File: src/rtl/ts_queue_if.sv
// Push/pop/clear bus between timestamp capture, register block and ts_queue.
// Entry width (56) and status layout (8) are fixed by the register map.
interface ts_queue_if;
   logic        q_rst_in;
   logic        wr_en_in;
   logic [55:0] wr_data_in;
   logic        rd_en_in;
   logic [55:0] q_data_out;
   logic [7:0]  q_stat_out;

   modport master (
      output q_rst_in, wr_en_in, wr_data_in, rd_en_in,
      input  q_data_out, q_stat_out
   );

   modport slave (
      input  q_rst_in, wr_en_in, wr_data_in, rd_en_in,
      output q_data_out, q_stat_out
   );
endinterface

File: src/rtl/ts_queue.sv
// Show-ahead timestamp FIFO with sticky overflow/underflow flags.
// Status and head data are combinational from registered state (zero latency).
module ts_queue #(
   parameter int ADDR_W = 4
) (
   input logic       clk,
   input logic       rst,
   ts_queue_if.slave qif
);
   localparam int DEPTH = 1 << ADDR_W;
   localparam logic [ADDR_W-1:0] PTR_ONE  = (ADDR_W)'(1);
   localparam logic [ADDR_W:0]   LVL_ONE  = (ADDR_W+1)'(1);
   localparam logic [ADDR_W:0]   FULL_LVL = {1'b1, {ADDR_W{1'b0}}};

   logic [55:0]       mem [DEPTH];
   logic [ADDR_W-1:0] wr_ptr, rd_ptr;
   logic [ADDR_W:0]   level, level_nxt;
   logic              ovf, udf;
   logic              full, empty, clr, do_push, do_pop;
   logic [4:0]        level_ext;

   assign full  = (level == FULL_LVL);
   assign empty = (level == '0);
   assign clr   = rst | qif.q_rst_in;

   // A pop on a full queue frees the slot the simultaneous push lands in.
   assign do_pop  = !clr && qif.rd_en_in && !empty;
   assign do_push = !clr && qif.wr_en_in && (!full || qif.rd_en_in);

   always_comb begin
      level_nxt = level;
      case ({do_push, do_pop})
         2'b10:   level_nxt = level + LVL_ONE;
         2'b01:   level_nxt = level - LVL_ONE;
         default: level_nxt = level;
      endcase
   end

   always_ff @(posedge clk) begin
      if (clr) begin
         wr_ptr <= '0;
         rd_ptr <= '0;
         level  <= '0;
         ovf    <= 1'b0;
         udf    <= 1'b0;
      end else begin
         if (do_push) wr_ptr <= wr_ptr + PTR_ONE;
         if (do_pop)  rd_ptr <= rd_ptr + PTR_ONE;
         level <= level_nxt;
         if (qif.wr_en_in && full && !qif.rd_en_in) ovf <= 1'b1;
         if (qif.rd_en_in && empty)                 udf <= 1'b1;
      end
   end

   // Storage is not reset; stale entries are masked while empty.
   always_ff @(posedge clk) begin
      if (do_push) mem[wr_ptr] <= qif.wr_data_in;
   end

   assign level_ext      = 5'(level);
   assign qif.q_stat_out = {ovf, udf, full, level_ext};
   assign qif.q_data_out = empty ? 56'd0 : mem[rd_ptr];
endmodule

File: src/flat_wrapper.sv
// flat-port wrapper written by rule: the top's interface ports become plain ports
module ts_queue_flat 
#(
   parameter int ADDR_W = 4
)
  (clk, rst, qif_q_rst_in, qif_wr_en_in, qif_wr_data_in, qif_rd_en_in, qif_q_data_out, qif_q_stat_out);
  ts_queue_if qif_i ();
  input logic clk;
  input logic rst;
  input wire logic [$bits(qif_i.q_rst_in)-1:0] qif_q_rst_in;
  input wire logic [$bits(qif_i.wr_en_in)-1:0] qif_wr_en_in;
  input wire logic [$bits(qif_i.wr_data_in)-1:0] qif_wr_data_in;
  input wire logic [$bits(qif_i.rd_en_in)-1:0] qif_rd_en_in;
  output wire logic [$bits(qif_i.q_data_out)-1:0] qif_q_data_out;
  output wire logic [$bits(qif_i.q_stat_out)-1:0] qif_q_stat_out;
  assign qif_i.q_rst_in = qif_q_rst_in;
  assign qif_i.wr_en_in = qif_wr_en_in;
  assign qif_i.wr_data_in = qif_wr_data_in;
  assign qif_i.rd_en_in = qif_rd_en_in;
  assign qif_q_data_out = qif_i.q_data_out;
  assign qif_q_stat_out = qif_i.q_stat_out;
  ts_queue #(.ADDR_W(ADDR_W)) u_core (.clk(clk), .rst(rst), .qif(qif_i));
endmodule
File: config.mk
export PLATFORM = sky130hd
export DESIGN_NAME = ts_queue_flat
export DESIGN_NICKNAME = d
export VERILOG_FILES = /design/src/rtl/ts_queue_if.sv /design/src/rtl/ts_queue.sv /design/src/flat_wrapper.sv
export SDC_FILE = /design/constraint.sdc
export NUM_CORES = 1
export LEC_CHECK = 0
export ABC_AREA = 1
export CORE_ASPECT_RATIO = 1.25
export CORE_MARGIN = 4
export CORE_UTILIZATION = 28
export CTS_CLUSTER_DIAMETER = 50
export DETAILED_ROUTE_END_ITERATION = 8
export DONT_BUFFER_PORTS = 1
export PLACE_DENSITY_LB_ADDON = 0.1
export RECOVER_POWER = 50
export SETUP_SLACK_MARGIN = 0.05
export SYNTH_ARGS = -nofsm -noshare
export SYNTH_HDL_FRONTEND = slang
export SYNTH_SLANG_ARGS = --single-unit
export TNS_END_PERCENT = 1
File: constraint.sdc
create_clock -name clk -period 6.8 [get_ports clk]
set_input_delay 1.7 -clock clk [delete_from_list [all_inputs] [get_ports clk]]
set_output_delay 1.7 -clock clk [all_outputs]
set_load 0.005 [all_outputs]
==> impl_metrics.yaml, run 1 <==
sta:
  slew_headroom_pct: 5.899
  whs_ps: 453.5
  tightest_slew_ps: 1406
  grt_setup_unrepaired: "false"
  fin_skew_ps: 17.65
  layout_setup_ws_ps: 1331
  timing.setup.tns_ps: 0
  fmax_mhz: 182.9
  setup_violations: 0
  slew_viol_final: 0
  period_share_pct: 80.42
  period_needed_ps: 5469
  hold_viol: 0
min_path:
  hp-class: "flip-flop to flip-flop"
  hp-start: "u_core.rd_ptr[3]"
placed_design:
  io_buffers: 0
  post-place-ws_ps: 2000
  placed_cell_area_um2: 40740
  dp_hpwl_um: 59840
  gp_congestion: 0.7035
setup_path:
  arrival_ps: 3770
  startpoint_type: "flip-flop"
  critPathRequiredTime_ps: 5100
  critPathKind: "flip-flop to output pin"
  crit_fanout: 216
  endpoint_kind: "output pin"
  timing.rr.start: "u_core.level[1]"
logic_synthesis:
  yosysTopAreaCell: "edfxtp_1"
  syn_area_um2: 38890
  synth_edf_count: 896
  synth_most_common_cell: "nand2_1"
  synth_top_area_share_pct: 69.19
  synthFlopType: "edfxtp_1"
  synth_nets: 3728
  seq_area_frac_synth_pct: 70.17
  synthArstFlopShare_pct: 0
  syn_area_per_cell_um2: 10.63
  synth_seq_cells: 915
  ys_top_cells_by_area: "edfxtp_1 (69%), nand2_1 (13%), nand3_1 (7.3%), inv_1 (4.6%), buf_2 (1.5%)"
  syn_inst: 3658
  synth_top_cells_by_count: "nand2_1 (1378), edfxtp_1 (896), nand3_1 (569), inv_1 (475), buf_2 (115)"
  synth_cell_types: 23
  ys.warnings.count: 0
detailed_routing:
  route.vias.total: 24715
  viasPerCell: 4.434
  drt-initial-drc-count: 1599
  ant_nets: 0
  drc_errors: 0
  post_drt_wl_per_cell_um: 21.15
  wirelength_um: 117900
  drt_pre_antenna_iters: 5
floorplan:
  die_w_um: 341.3
  rows: 152
  start_util_pct: 28.24
  dieArea_um2: 144900
  die_h_um: 424.7
  core_area_um2: 137700
  ioPinCount: 125
clocking:
  cts_resized: 0
  htree_levels: 3
  post_cts.repair.setup_buffers: 0
  postCtsHoldBufs: 0
  clockBufferDepth: 3
  clock-sinks: 915
  clk_latency_ps: 720
  tritoncts: "built"
  cts_inserted_buffers: 116
  clockRootBuffer: "clkbuf_16"
  clkSlewWorstSetupHoldPaths_ps: 50
layout:
  area_delta_synth_final_pct: 14.63
  diodes: 0
  nNetsFinal: 3697
  stdcell_area_um2: 44580
  drive_gt1_share_pct: 6.522
global_route:
  overflow: 0
  grt_first_pass_wirelength_um: 173000
  antenna_found_initial: 1
  grt_pass1_vias: 24132
  track_usage_pct: 16.08
  grt_max_degree: 217
pwr:
  power_mw: 12.71
  p_leak_nw: 17.57
  p_per_area_nw_per_um2: 285.1
  ir_drop_mv: 0.1696
run_status:
  status: "completed"
run:
  max_cap_violations: 0
==> final cells by class <==
| class | count | area, um2 |
|---|---|---|
| clock inverter | 71 | 838.3 |
| sequential | 915 | 27300 |
| fill | 14045 | 93110 |
| clock buffer | 146 | 3037 |
| inverter | 477 | 1824 |
| tap | 1848 | 2312 |
| timing repair buffer | 46 | 479.2 |
| multi-input combinational | 2071 | 8786 |
==> state kept, by name, summed over array words and instances, names as in the netlist, named ones only <==
| name | count |
|---|---|
| u_core.mem | 896 |
| u_core.wr_ptr | 4 |
| u_core.level | 5 |
| u_core.rd_ptr | 4 |
| u_core.ovf | 1 |
| u_core.udf | 1 |
==> layer usage <==
metal | up-vias | global-route usage (%) | share of wire [%]
li1 | 11947 | - | -
met2 | 437 | 26.78 | 48
met1 | 12208 | 21.61 | 46
met4 | 0 | 4.285 | 1.9
met5 | - | 0 | 0
met3 | 123 | 2.918 | 4.5
==> report_power, final <==
part | internal, mW | switching (mW)
logic | 0.0569 | 0.181
clock network | 3.77 | 2.48
registers | 6.21 | 0.00925
==> layout by cell type, fill, tap and decap left out, types with 3 or more instances in the layout <==
cell and instances:
buf_4 34, dfxtp_1 15, nor2_1 17, clkinv_2 20, bufinv_16 16, inv_6 8, dfxtp_4 4, nor2_4 12
nand3_1 569, a21oi_1 69, edfxtp_1 896, buf_12 11, clkinvlp_4 9, ha_1 9, nand2_1 1378, clkinv_4 5
o21ai_0 7, xor2_1 3, clkbuf_16 117, inv_1 472, clkbuf_1 30, clkinv_1 11
==> worst max-delay path, cell delays in order (launching register included) <==
cell and delay [ps]:
dfxtp_4 880, inv_16 340, buf_4 590, nand2_1 120, nand3_1 100, nand3_1 190, nand3_1 90, a21oi_1 330
==> through the flow <==
| step | utilization, % | cells |
|---|---|---|
| after floorplan | - | 3658 |
| after global placement | 29.59 | 5357 |
| after detailed placement | 29.59 | 5357 |
| after CTS | 32.40 | 5574 |
| after global routing | 32.38 | 5574 |
| final | 32.38 | 5574 |
==> cells by family after synthesis <==
family / after synthesis / share of synthesized area (%)
compound gates: 78 / 1.014
xor+xnor: 4 / 0.09011
fa+ha+maj: 9 / 0.2896
buf+inv: 672 / 7.471
flops: 915 / 70.17
simple gates: 1980 / 20.97
==> path summary, 6_finish.rpt <==
path                             end  slack (ps)  cells past startpoint
setup reg to reg   u_core.mem[4][48]        3330                      7
hold / removal             flip-flop         450                      2
hold reg to reg            flip-flop         450                      2
setup / recovery  qif_q_data_out[42]        1330                      7
Power figures use the tool's default switching activity.
==> run 2, diff against run 1 <==
Clock period 6.8 ns to 4.5 ns, I/O delays scaled along.
==> impl_metrics.yaml, run 2 (synthesis gave the netlist of run 1 again) <==
placed_design:
  dp_hpwl_um: 55550
  io_buffers: 0
  gp_congestion: 0.6928
setup_path:
  crit_fanout: 127
  endpoint_kind: "output pin"
  startpoint_type: "flip-flop"
  r2r_cells: 7
  critPathKind: "flip-flop to output pin"
  critPathRequiredTime_ps: 3380
  timing.rr.start: "u_core.level[1]"
  r2r_slack_ps: 1400
  reg2reg_to: "u_core.mem[11][35]"
  arrival_ps: 2900
clocking:
  htree_levels: 3
  cts_inserted_buffers: 117
  clockBufferDepth: 3
  post_cts.repair.setup_buffers: 0
  tritoncts: "built"
  clockRootBuffer: "clkbuf_16"
  clkSlewWorstSetupHoldPaths_ps: 50
  clock-sinks: 915
  postCtsHoldBufs: 0
  clk_latency_ps: 720
  cts_resized: 0
floorplan:
  die_w_um: 341.3
  core_area_um2: 137700
  start_util_pct: 28.24
  ioPinCount: 125
  die_h_um: 424.7
  dieArea_um2: 144900
  rows: 152
pwr:
  power_switching_mw: 4.046
  comb_power_share_pct: 1.9
  ir_drop_mv: 0.3069
  sw_frac_of_total_pct: 21.42
  intPower_mw: 14.85
  pwr-share-clk_pct: 48.4
  p_leak_nw: 17.60
  power_frac_seq_pct: 49.7
  p_per_area_nw_per_um2: 422.6
layout:
  most-common-layout-cells: "nand2_1 (1378), edfxtp_1 (896), nand3_1 (569)"
  layout_commonest_cell: "nand2_1"
  top_regs: "u_core.mem x896, u_core.level x5"
  area_delta_synth_final_pct: 14.96
  regMostFlops: "u_core.mem"
  drive_gt1_share_pct: 6.643
  fillers: 14012
  largest_reg_flops: 896
  final_util_pct: 32.47
  nNetsFinal: 3707
run_status:
  violations: "capacitance limit, slew limit"
  status: "complete, but fails checks"
detailed_routing:
  drc_errors: 0
  route.vias.total: 24805
  ant_nets: 0
  drt-initial-drc-count: 1681
  wirelength_um: 115200
  drt_pre_antenna_iters: 5
  viasPerCell: 4.444
  post_drt_wl_per_cell_um: 20.64
sta:
  fmax_mhz: 248.4
  hold_viol: 0
  setup_violations: 0
  fin_skew_ps: 17.76
  grt_setup_unrepaired: "false"
  slew_headroom_pct: -0.3133
  period_needed_ps: 4026
  period_share_pct: 89.47
  slew_viol_final: 31
  whs_ps: 454.3
  tightest_slew_ps: 1505
  timing.setup.tns_ps: 0
global_route:
  grt_first_pass_wirelength_um: 169900
  antenna_found_initial: 0
  overflow: 0
  track_usage_pct: 15.73
  grt_pass1_vias: 24874
  grt_max_degree: 163
min_path:
  hp-class: "flip-flop to flip-flop"
  holdPathStages: 2
  hp-start: "u_core.rd_ptr[3]"
run:
  max_cap_violations: 1
run 2: changes by cell type in the layout (fill, tap and decap cells not counted), moves of 6 or more:
cell	before	now
buf_4	34	25
bufinv_16	16	10
clkbuf_1	30	23
buf_12	11	26
clkinv_1	11	23
run 2: how the worst max path moves through the flow:
stage	start	endpoint	slack, ps
after floorplan	qif_rd_en_in	u_core.mem[0][0]	30
after global placement	flip-flop	qif_q_data_out[18]	1130
after detailed placement	flip-flop	qif_q_data_out[18]	1140
after CTS	flip-flop	qif_q_data_out[18]	350
after global routing	flip-flop	qif_q_data_out[10]	290
final	flip-flop	qif_q_data_out[39]	470
run 2: worst max-delay path: stages (launching register included):
cell and delay [ps]:
dfxtp_4 400, buf_12 550, nand3_1 200, nand3_1 140, nand3_1 80, a21oi_1 700
run 2: per-layer routing:
metal / global-route usage (%) / wire, um
met1: 20.41 / 51560
met4: 4.307 / 2135
met5: 0 / 0
met3: 2.793 / 5239
met2: 27.01 / 56280
run 2: area by class of cell:
class	count	area, um2	area share, %
clock buffer	140	3035	6.790
timing repair buffer	55	726.9	1.626
inverter	477	1824	4.081
clock inverter	75	693.2	1.551
sequential	915	27300	61.07
antenna	1	2.502	0.005598
multi-input combinational	2071	8808	19.70
tap	1848	2312	5.172
run 2: power by group through the flow:
stage               clock (mW)  combinational (mW)  sequential [mW]
finish                    9.14               0.367             9.39
CTS                       9.43               0.381             9.39
global placement             0               0.381             9.56
detailed placement           0               0.380             9.56
global route              9.76               0.417             9.38
floorplan                    0               0.254             9.57
run 2: through the flow:
step	setup slack (ps)	cells	total power [mW]	area (um2)
2_1_floorplan	27.55	3658	9.820	38890
5_1_grt	289.7	5581	19.56	44700
4_1_cts	349.5	5581	19.20	44760
3_3_place_gp	1130	5366	9.945	41030
6_report	473.8	5582	18.89	44700
3_5_place_dp	1145	5366	9.944	41030
==> run 3, diff against run 2 <==
Settings changed: DONT_BUFFER_PORTS 1 to unset.
==> impl_metrics.yaml, run 3 (synthesis gave the netlist of run 1 again) <==
clocking:
  clock-sinks: 915
  clockBufferDepth: 3
  clk_latency_ps: 730
  clockRootBuffer: "clkbuf_16"
  postCtsHoldBufs: 0
  tritoncts: "built"
  cts_inserted_buffers: 116
  htree_levels: 3
  clkSlewWorstSetupHoldPaths_ps: 60
detailed_routing:
  drt-initial-drc-count: 1576
  drc_errors: 0
  ant_nets: 0
  wirelength_um: 120200
  viasPerCell: 4.437
  drt_pre_antenna_iters: 5
  route.vias.total: 25490
  post_drt_wl_per_cell_um: 20.92
layout:
  finalNonFillerCells: 5745
  nNetsFinal: 3861
  regMostFlops: "u_core.mem"
  largest_reg_flops: 896
  area_delta_synth_final_pct: 20.05
  most-common-layout-cells: "nand2_1 (1378), edfxtp_1 (896), nand3_1 (569)"
  layout_commonest_cell: "nand2_1"
  final_util_pct: 33.90
  top_regs: "u_core.mem x896, u_core.level x5"
  fillers: 13969
  stdcell_area_um2: 46680
  drive_gt1_share_pct: 7.354
sta:
  slew_headroom_pct: 18.77
  grt_setup_unrepaired: "true"
  fin_skew_ps: 27.41
  layout_setup_ws_ps: 143.7
  whs_ps: 463.8
  fmax_mhz: 229.6
  period_needed_ps: 4356
  hold_viol: 0
  period_share_pct: 96.81
  slew_viol_final: 0
  timing.setup.tns_ps: 0
  tightest_slew_ps: 1218
  setup_violations: 0
floorplan:
  rows: 152
  die_h_um: 424.7
  start_util_pct: 28.24
  die_w_um: 341.3
  ioPinCount: 125
  core_area_um2: 137700
  dieArea_um2: 144900
setup_path:
  arrival_ps: 3230
  r2r_slack_ps: 1580
  critPathKind: "flip-flop to output pin"
  reg2reg_to: "u_core.mem[7][48]"
  crit_fanout: 65
  r2r_cells: 7
  startpoint_type: "flip-flop"
  endpoint_kind: "output pin"
  timing.rr.start: "u_core.level[1]"
  critPathRequiredTime_ps: 3380
global_route:
  antenna_found_initial: 13
  grt_first_pass_wirelength_um: 177200
  grt_max_degree: 113
  overflow: 0
  track_usage_pct: 16.56
  grt_pass1_vias: 25837
placed_design:
  post-place-ws_ps: 730.2
  placed_cell_area_um2: 42570
  io_buffers: 124
  dp.cells: 5513
  gp_congestion: 0.7062
  dp_hpwl_um: 57250
pwr:
  ir_drop_mv: 0.2820
  power_mw: 19.55
  p_leak_nw: 18.42
  p_per_area_nw_per_um2: 418.8
min_path:
  hp-class: "flip-flop to flip-flop"
  holdPathStages: 2
  hp-start: "u_core.rd_ptr[3]"
run_status:
  status: "completed"
run:
  max_cap_violations: 0
[run 3: cell count changes in the layout (fill, tap and decap cells not counted), moves of 3 or more]
cell             change
clkdlybuf4s50_1     +67
buf_16               +5
clkinv_4             +3
dlygate4sd3_1       +57
buf_4               +15
a21oi_1              -3
bufinv_16            +6
diode_2              +7
clkinvlp_4           -4
buf_12               +8
clkinv_1             -4
a21oi_2              +3
[run 3: per-layer routing]
layer,vias up,part of all wire [%],global-route usage [%]
li1,12304,-,-
met5,-,0.022,0
met4,4,2.3,5.057
met3,156,3.7,2.386
met1,12618,45,21.86
met2,408,49,28.21
[run 3: power breakdown]
part | leakage (nW) | total [mW] | switching [mW] | internal [mW]
Sequential | 8.22 | 9.39 | 0.00986 | 9.38
Combinational | 8.29 | 0.619 | 0.423 | 0.196
Clock | 1.91 | 9.55 | 3.79 | 5.75
Total | 18.4 | 19.6 | 4.23 | 15.3
[run 3: what timing repair did]
item,4_1_cts,5_1_grt
gates cloned,4,0
resized for setup,3,6
setup buffers,4,0
pin swaps,0,0
setup endpoints to repair,36,25
[run 3: worst max path at each step]
stage                               to  slack, ps  cells past startpoint
finish              qif_q_data_out[13]        140                      8
CTS                 qif_q_data_out[50]         10                      8
detailed placement  qif_q_data_out[28]        730                      6
floorplan             u_core.mem[0][0]         30                      6
global placement    qif_q_data_out[47]        740                      8
global route        qif_q_data_out[38]        -40                     10
[run 3: worst max-delay path, stage by stage, from the launching register on]
cell and delay (ps):
dfxtp_4 450, buf_4 210, bufbuf_16 370, nand2_1 120, nand3_1 80, nand3_1 100
nand3_1 100, a21oi_1 430, clkdlybuf4s50_1 610
[run 3: cell type report]
cell class	instances	area, um2	area share (%)
multi-input cells	2071	8820	18.89
repair inverters	1	8.758	0.01876
clock buffers	141	3039	6.510
inverters	477	1829	3.919
well taps	1848	2312	4.953
clock inverters	75	902.1	1.932
repair buffers	209	2450	5.248
flip-flops and latches	915	27300	58.48
diodes	8	20.02	0.04288
